`src/rtl/sweep_pkg.sv`:
```
// sweep_pkg: shared types and widths for the triangle-sweep sequencer.
//   state_t : sequencer states (S_HOLD only reachable with SWEEP_DWELL_EN)
//   CW      : counter width
//   DW      : dwell counter width
package sweep_pkg;

  localparam int unsigned CW = 8;
  localparam int unsigned DW = 4;

  typedef enum logic [2:0] {
    S_IDLE,
    S_LOAD,
    S_UP,
    S_DOWN,
    S_HOLD
  } state_t;

endpackage

```
`src/rtl/count_udl.sv`:
```
// count_udl: 8-bit up/down counter with synchronous load.
// Ports:
//   ck   in  : clock (rising edge)
//   rst  in  : synchronous active-high reset, clears q
//   en   in  : count/load enable; q holds when low
//   ud   in  : direction, 1 = up, 0 = down
//   load in  : when enabled, q takes d (priority over counting)
//   d    in  : load value
//   q    out : counter value
module count_udl
  import sweep_pkg::*;
(
  input  logic          ck,
  input  logic          rst,
  input  logic          en,
  input  logic          ud,
  input  logic          load,
  input  logic [CW-1:0] d,
  output logic [CW-1:0] q
);

  logic [CW-1:0] r_q;

  always_ff @(posedge ck) begin
    if (rst) begin
      r_q <= '0;
    end else if (en) begin
      if (load)    r_q <= d;
      else if (ud) r_q <= CW'(r_q + 1'b1);
      else         r_q <= CW'(r_q - 1'b1);
    end
  end

  assign q = r_q;

endmodule

```
`src/rtl/sweep_ctrl.sv`:
```
// sweep_ctrl: drives a count_udl through lo -> hi -> lo triangle sweeps,
// for nper periods (nper = 0: until stop).
// Optional feature macro: SWEEP_DWELL_EN (adds dwell input and HOLD state
// that pauses at each turnaround).
// Ports:
//   ck, reset_n    : clock, synchronous active-low reset
//   start, stop    : start request (IDLE only), abort (wins over start)
//   lo, hi, nper   : sweep limits and period count, latched at start
//   dwell          : (SWEEP_DWELL_EN) extra cycles held at each turnaround
//   cnt            : counter value
//   busy           : high outside IDLE
//   done           : pulse on the final lo cycle of the last period
//   err            : pulse the cycle after a start with lo >= hi
module sweep_ctrl
  import sweep_pkg::*;
#(
  parameter int unsigned PW = 4
) (
  input  logic          ck,
  input  logic          reset_n,
  input  logic          start,
  input  logic          stop,
  input  logic [CW-1:0] lo,
  input  logic [CW-1:0] hi,
  input  logic [PW-1:0] nper,
`ifdef SWEEP_DWELL_EN
  input  logic [DW-1:0] dwell,
`endif
  output logic [CW-1:0] cnt,
  output logic          busy,
  output logic          done,
  output logic          err
);

  state_t        r_state;
  logic [CW-1:0] r_lo;
  logic [CW-1:0] r_hi;
  logic [PW-1:0] r_nper;
  logic [PW-1:0] r_per;
  logic          r_err;
`ifdef SWEEP_DWELL_EN
  logic [DW-1:0] r_dwell;
  logic [DW-1:0] r_dw;
  logic          r_dir;
`endif

  logic [CW-1:0] w_cnt;
  logic          w_cnt_rst;
  logic          w_en;
  logic          w_ud;
  logic          w_load;
  logic          w_done;
  logic          w_at_hi;
  logic          w_at_lo;
  logic          w_last;
  logic          w_dwell_go;
  logic [PW-1:0] w_per_next;

  assign w_cnt_rst  = ~reset_n;
  assign w_at_hi    = (w_cnt == r_hi);
  assign w_at_lo    = (w_cnt == r_lo);
  assign w_per_next = PW'(r_per + 1'b1);
  // nper = 0 means free-running: the period counter is never compared
  assign w_last     = (r_nper != '0) && (w_per_next == r_nper);

`ifdef SWEEP_DWELL_EN
  assign w_dwell_go = (r_dwell != '0);
`else
  assign w_dwell_go = 1'b0;
`endif

  // Counter controls, decoded from state, current count and latched limits
  always_comb begin
    w_en   = 1'b0;
    w_ud   = 1'b0;
    w_load = 1'b0;
    w_done = 1'b0;
    if (!stop) begin
      case (r_state)
        S_LOAD: begin
          w_en   = 1'b1;
          w_load = 1'b1;
        end
        S_UP: begin
          if (!w_at_hi) begin
            w_en = 1'b1;
            w_ud = 1'b1;
          end else if (!w_dwell_go) begin
            w_en = 1'b1;
          end
        end
        S_DOWN: begin
          if (!w_at_lo) begin
            w_en = 1'b1;
          end else if (w_last) begin
            w_done = 1'b1;
          end else if (!w_dwell_go) begin
            w_en = 1'b1;
            w_ud = 1'b1;
          end
        end
`ifdef SWEEP_DWELL_EN
        S_HOLD: begin
          if (r_dw == '0) begin
            w_en = 1'b1;
            w_ud = r_dir;
          end
        end
`endif
        default: ;
      endcase
    end
  end

  // Sequencer state, latched configuration and period counter
  always_ff @(posedge ck) begin
    if (!reset_n) begin
      r_state <= S_IDLE;
      r_lo    <= '0;
      r_hi    <= '0;
      r_nper  <= '0;
      r_per   <= '0;
      r_err   <= 1'b0;
`ifdef SWEEP_DWELL_EN
      r_dwell <= '0;
      r_dw    <= '0;
      r_dir   <= 1'b0;
`endif
    end else begin
      r_err <= 1'b0;
      if (stop) begin
        r_state <= S_IDLE;
      end else begin
        case (r_state)
          S_IDLE: begin
            if (start) begin
              if (lo < hi) begin
                r_lo    <= lo;
                r_hi    <= hi;
                r_nper  <= nper;
                r_per   <= '0;
`ifdef SWEEP_DWELL_EN
                r_dwell <= dwell;
`endif
                r_state <= S_LOAD;
              end else begin
                r_err <= 1'b1;
              end
            end
          end
          S_LOAD: r_state <= S_UP;
          S_UP: begin
            if (w_at_hi) begin
`ifdef SWEEP_DWELL_EN
              if (w_dwell_go) begin
                r_state <= S_HOLD;
                r_dw    <= DW'(r_dwell - 1'b1);
                r_dir   <= 1'b0;
              end else
`endif
              r_state <= S_DOWN;
            end
          end
          S_DOWN: begin
            if (w_at_lo) begin
              r_per <= w_per_next;
              if (w_last) begin
                r_state <= S_IDLE;
              end else begin
`ifdef SWEEP_DWELL_EN
                if (w_dwell_go) begin
                  r_state <= S_HOLD;
                  r_dw    <= DW'(r_dwell - 1'b1);
                  r_dir   <= 1'b1;
                end else
`endif
                r_state <= S_UP;
              end
            end
          end
`ifdef SWEEP_DWELL_EN
          S_HOLD: begin
            if (r_dw == '0) r_state <= r_dir ? S_UP : S_DOWN;
            else            r_dw    <= DW'(r_dw - 1'b1);
          end
`endif
          default: r_state <= S_IDLE;
        endcase
      end
    end
  end

  count_udl u_count (
    .ck   (ck),
    .rst  (w_cnt_rst),
    .en   (w_en),
    .ud   (w_ud),
    .load (w_load),
    .d    (r_lo),
    .q    (w_cnt)
  );

  assign cnt  = w_cnt;
  assign busy = (r_state != S_IDLE);
  assign done = w_done;
  assign err  = r_err;

endmodule

```
`config.mk`:
```
export PLATFORM = sky130hd
export DESIGN_NAME = sweep_ctrl
export DESIGN_NICKNAME = d
export VERILOG_FILES = /design/src/rtl/sweep_pkg.sv /design/src/rtl/count_udl.sv /design/src/rtl/sweep_ctrl.sv
export SDC_FILE = /design/constraint.sdc
export NUM_CORES = 1
export LEC_CHECK = 0
export CORE_MARGIN = 10
export CORE_UTILIZATION = 55
export DETAILED_ROUTE_END_ITERATION = 6
export PLACE_DENSITY = 0.81
export SYNTH_ARGS = -nofsm -noshare
export SYNTH_HDL_FRONTEND = slang
export SYNTH_HIERARCHICAL = 1
export SYNTH_SLANG_ARGS = --single-unit
```
`constraint.sdc`:
```
create_clock -name ck -period 3.4 [get_ports ck]
set_input_delay 0.68 -clock ck [delete_from_list [all_inputs] [get_ports ck]]
set_output_delay 0.68 -clock ck [all_outputs]
set_load 0.1 [all_outputs]
```
==> qor.log <==
[sta] final worst path period share 94.0%
[critical_path] worst reg2reg startpoint r_per[0]
[yosys] Most used DFF post-synth sky130_fd_sc_hd__dfxtp_1
[power] Cell Pwr Density 416 mW/mm2
[run] max cap viols 0
[sta] transition at the pin with the smallest max-transition slack 0.962 ns
[critical_path] launching instance or port of the critical path r_per[0]
[final_layout] number of nets in the layout 346
[critical_path] data arrival time of the worst path 3.41 ns
[routing] number of optimization iterations in the first detailed-route pass 4
[clocking] CTS clk-pin slew, worst paths 0.08 ns
[sta] Final Critical Period 3.20 ns
[final_layout] commonest non-fill, non-tap cells in the layout 39 x sky130_fd_sc_hd__nor2_1, 26 x sky130_fd_sc_hd__mux2i_1, 26 x sky130_fd_sc_hd__dfxtp_1
[routing] Via-to-Cell Ratio 5.81
[placement] Routability Congestion 0.920
[clocking] worst-case clock buffer depth 2
[floorplanning] count of boundary I/O pins 35
[clocking] cts hold-fix bufs 0
[global_route] initial antenna violation count 0
[floorplanning] die extent in x 85.8 um
[routing] post-detailed-routing wire length 5730 um
[final_layout] layout cells sized above 1 17.8%
[placement] sum of net half-perimeters after detailed placement 4340 um
[power] leakage power 1.34 nW
[yosys] library cell with the largest summed area after synthesis sky130_fd_sc_hd__dfxtp_1
[clocking] Root Buffer Master sky130_fd_sc_hd__clkbuf_8
[sta] total of endpoints with negative setup slack in the final report 0
[floorplanning] area of the core 0.00409 mm2
[sta] maximum frequency from static timing analysis 313 MHz
[critical_path] Crit. End Element flip-flop
[critical_path] Worst setup SP type flip-flop
[sta] relative slew slack 35.7%
[clocking] TritonCTS clock tree built
[placement] Placed Instances 346
[global_route] largest net degree at the start of global routing 17
[critical_path] Crit Path Category flip-flop to flip-flop
[global_route] vias in the first global route 2,046
[floorplanning] height of the die 85.8 um
[power] worst-case vdd ir drop 0.310 mV
[yosys] biggest area contributors in the synthesized netlist sky130_fd_sc_hd__dfxtp_1 29%, sky130_fd_sc_hd__mux2i_1 11%, sky130_fd_sc_hd__ha_1 9.4%, sky130_fd_sc_hd__nor2_1 6.1%, sky130_fd_sc_hd__xnor2_1 5.1%
[yosys] Synth Area per Inst 9.06 um2
[global_route] All-Layer GR Usage 15.7%
[critical_path] data required time at the worst endpoint 3.62 ns
[global_route] global-route congestion overflow total 0
[clocking] TritonCTS buffer count 5
[sta] setup clock skew after layout 0.00530 ns
[routing] count of nets left with antenna violations after detail routing 0
[yosys] Mapped Nets 306
[placement] count of input and output buffers 34
[clocking] # Post-CTS Setup Buffers 0
[routing] residual DRC count 0
[yosys] EDFF count, synth 0
[sta] Setup TNS 0 ns
[clocking] clock latency at the later pin of the worst-skew pair 0.29 ns
[final_layout] n_diodes 0
[clocking] total number of clock tree sinks 35
[clocking] H-tree lvl count 2
[sta] Slew Viols, Final 0
[critical_path] worst setup slack for register-to-register paths 0.20 ns
[yosys] Post-Synthesis Cells 263
[yosys] sequential share of the synthesized area 29.4%
[yosys] share of Yosys cell area claimed by the top area cell type 29.4%
[final_layout] area of the multi-input gates 0.00162 mm2
[yosys] count of distinct cell types in the synthesized netlist 54
[yosys] number of flip-flops and latches in the synthesized netlist 35
[critical_path] cells on worst reg2reg path 13
[hold_path] origin of the worst min-delay path r_per[1]
[sta] final hold viol count 0
[yosys] Async S/R FF share, synth 0%
[routing] routed length per instance 16.2 um
[floorplanning] initial core utilization 58.3%
[hold_path] HP Class flip-flop to flip-flop
[final_layout] area taken by flip-flops and latches 712 um2
[floorplanning] die outline area 0.00737 mm2
[final_layout] leading cell type in the layout, fill and taps excluded sky130_fd_sc_hd__nor2_1
[final_layout] final standard cell count with taps included and fillers excluded 354
[routing] detailed-route via count 2,055
[outcome] status finished, final reports clean
[sta] final-layout worst hold slack 0.483 ns
[power] Power Total 1.22 mW
[floorplanning] Std-Cell Rows 23
[global_route] wire length of the first global-routing pass 9680 um
[yosys] total number of yosys warnings 6
[routing] count of routing violations after the opening detailed-route iteration 162
[final_layout] synth-to-layout area growth 23.0%
[critical_path] critical-path maximum fanout 9
[yosys] cell area after synthesis 0.00238 mm2
[hold_path] Hold Path Cell Cnt 2
[final_layout] count of filler cells inserted in the layout 360
-- synth_stat cells, drive strengths merged, types with 2 or more instances --
library cell  number
a2111oi            5
a211oi             9
a21o               4
a21oi              7
a22o               2
a311oi             2
and3               3
buf                4
clkbuf             5
dfxtp             35
ha                18
inv               13
mux2               2
mux2i             26
nand2             11
nand2b             7
nand3              4
nand4              3
nor2              39
nor2b              4
nor3               6
nor4b              2
o211ai             2
o21ai              7
o21bai             2
o22ai              2
xnor2             14
xor2              10
-- where the power goes --
| part | internal (mW) | switching [mW] | total, mW |
|---|---|---|---|
| logic | 0.161 | 0.223 | 0.384 |
| clock network | 0.218 | 0.166 | 0.384 |
| registers | 0.431 | 0.0202 | 0.451 |
-- cells by family after synthesis --
| logic type | after synthesis | share of synthesized area [%] |
|---|---|---|
| AO/OA/AOI/OAI | 50 | 18.4 |
| AND/OR/NAND/NOR | 85 | 17.6 |
| multiplexers | 28 | 11.9 |
| adder cells (fa/ha/maj) | 19 | 10.3 |
| flip-flops | 35 | 29.4 |
| XOR/XNOR | 24 | 8.82 |
| buffers and inverters | 22 | 3.62 |
-- worst max-delay path, cell delays in order (launching register included) --
cell and delay (ns):
sky130_fd_sc_hd__dfxtp_2 0.35, sky130_fd_sc_hd__ha_1 0.33, sky130_fd_sc_hd__xor2_1 0.14, sky130_fd_sc_hd__nor3_1 0.06, sky130_fd_sc_hd__nand3_1 0.16, sky130_fd_sc_hd__nand3_2 0.13, sky130_fd_sc_hd__a21oi_4 0.24, sky130_fd_sc_hd__inv_4 0.09
sky130_fd_sc_hd__ha_1 0.35, sky130_fd_sc_hd__a211oi_4 0.30, sky130_fd_sc_hd__o211ai_2 0.15, sky130_fd_sc_hd__and3_1 0.16, sky130_fd_sc_hd__or4_1 0.53, sky130_fd_sc_hd__nor3_2 0.12
-- through the flow --
| step | setup WS, ns | area (um2) | utilization, % |
|---|---|---|---|
| 6_report | 0.205 | 2930 | 71.7 |
| 5_1_grt | -0.0146 | 2930 | 71.7 |
| 4_1_cts | 0.00515 | 2910 | 71.2 |
| 3_5_place_dp | 0.0431 | 2800 | 68.5 |
| 3_3_place_gp | 0.131 | 2800 | 68.5 |
| 2_1_floorplan | 0.115 | 2400 | - |
-- final timing paths --
path,to
min,r_per[1]
min reg2reg,r_per[1]
max reg2reg,u_count/q[7]
max,u_count/q[7]
-- routing by layer --
layer  global-route usage (%)  routed length (um)  part of all wire [%]
met4                     5.09                  61                   1.1
met1                     19.7                2600                    45
met5                        0                   0                     0
met2                     25.5                2720                    48
met3                     4.16                 342                   6.0
-- area by class of cell --
class | instances | share of cell area (%)
inverter | 13 | 1.75
sequential | 35 | 24.3
multi-input combinational | 206 | 55.2
clock inverter | 3 | 1.49
timing repair buffer | 42 | 12.8
tap | 50 | 2.13
clock buffer | 5 | 2.35
-- registers in the layout, indices dropped and copies added, names as in the netlist --
| name | flops |
|---|---|
| u_count/q | 8 |
| r_lo | 8 |
| err | 1 |
| r_hi | 8 |
| r_state | 2 |
| r_per | 4 |
| r_nper | 4 |
-- repair_timing --
action | in CTS | in global routing
endpoints found under the hold margin | 0 | 0
endpoints found under the setup margin | 0 | 3
gates resized for setup | 0 | 7
Power figures use the tool's default switching activity.
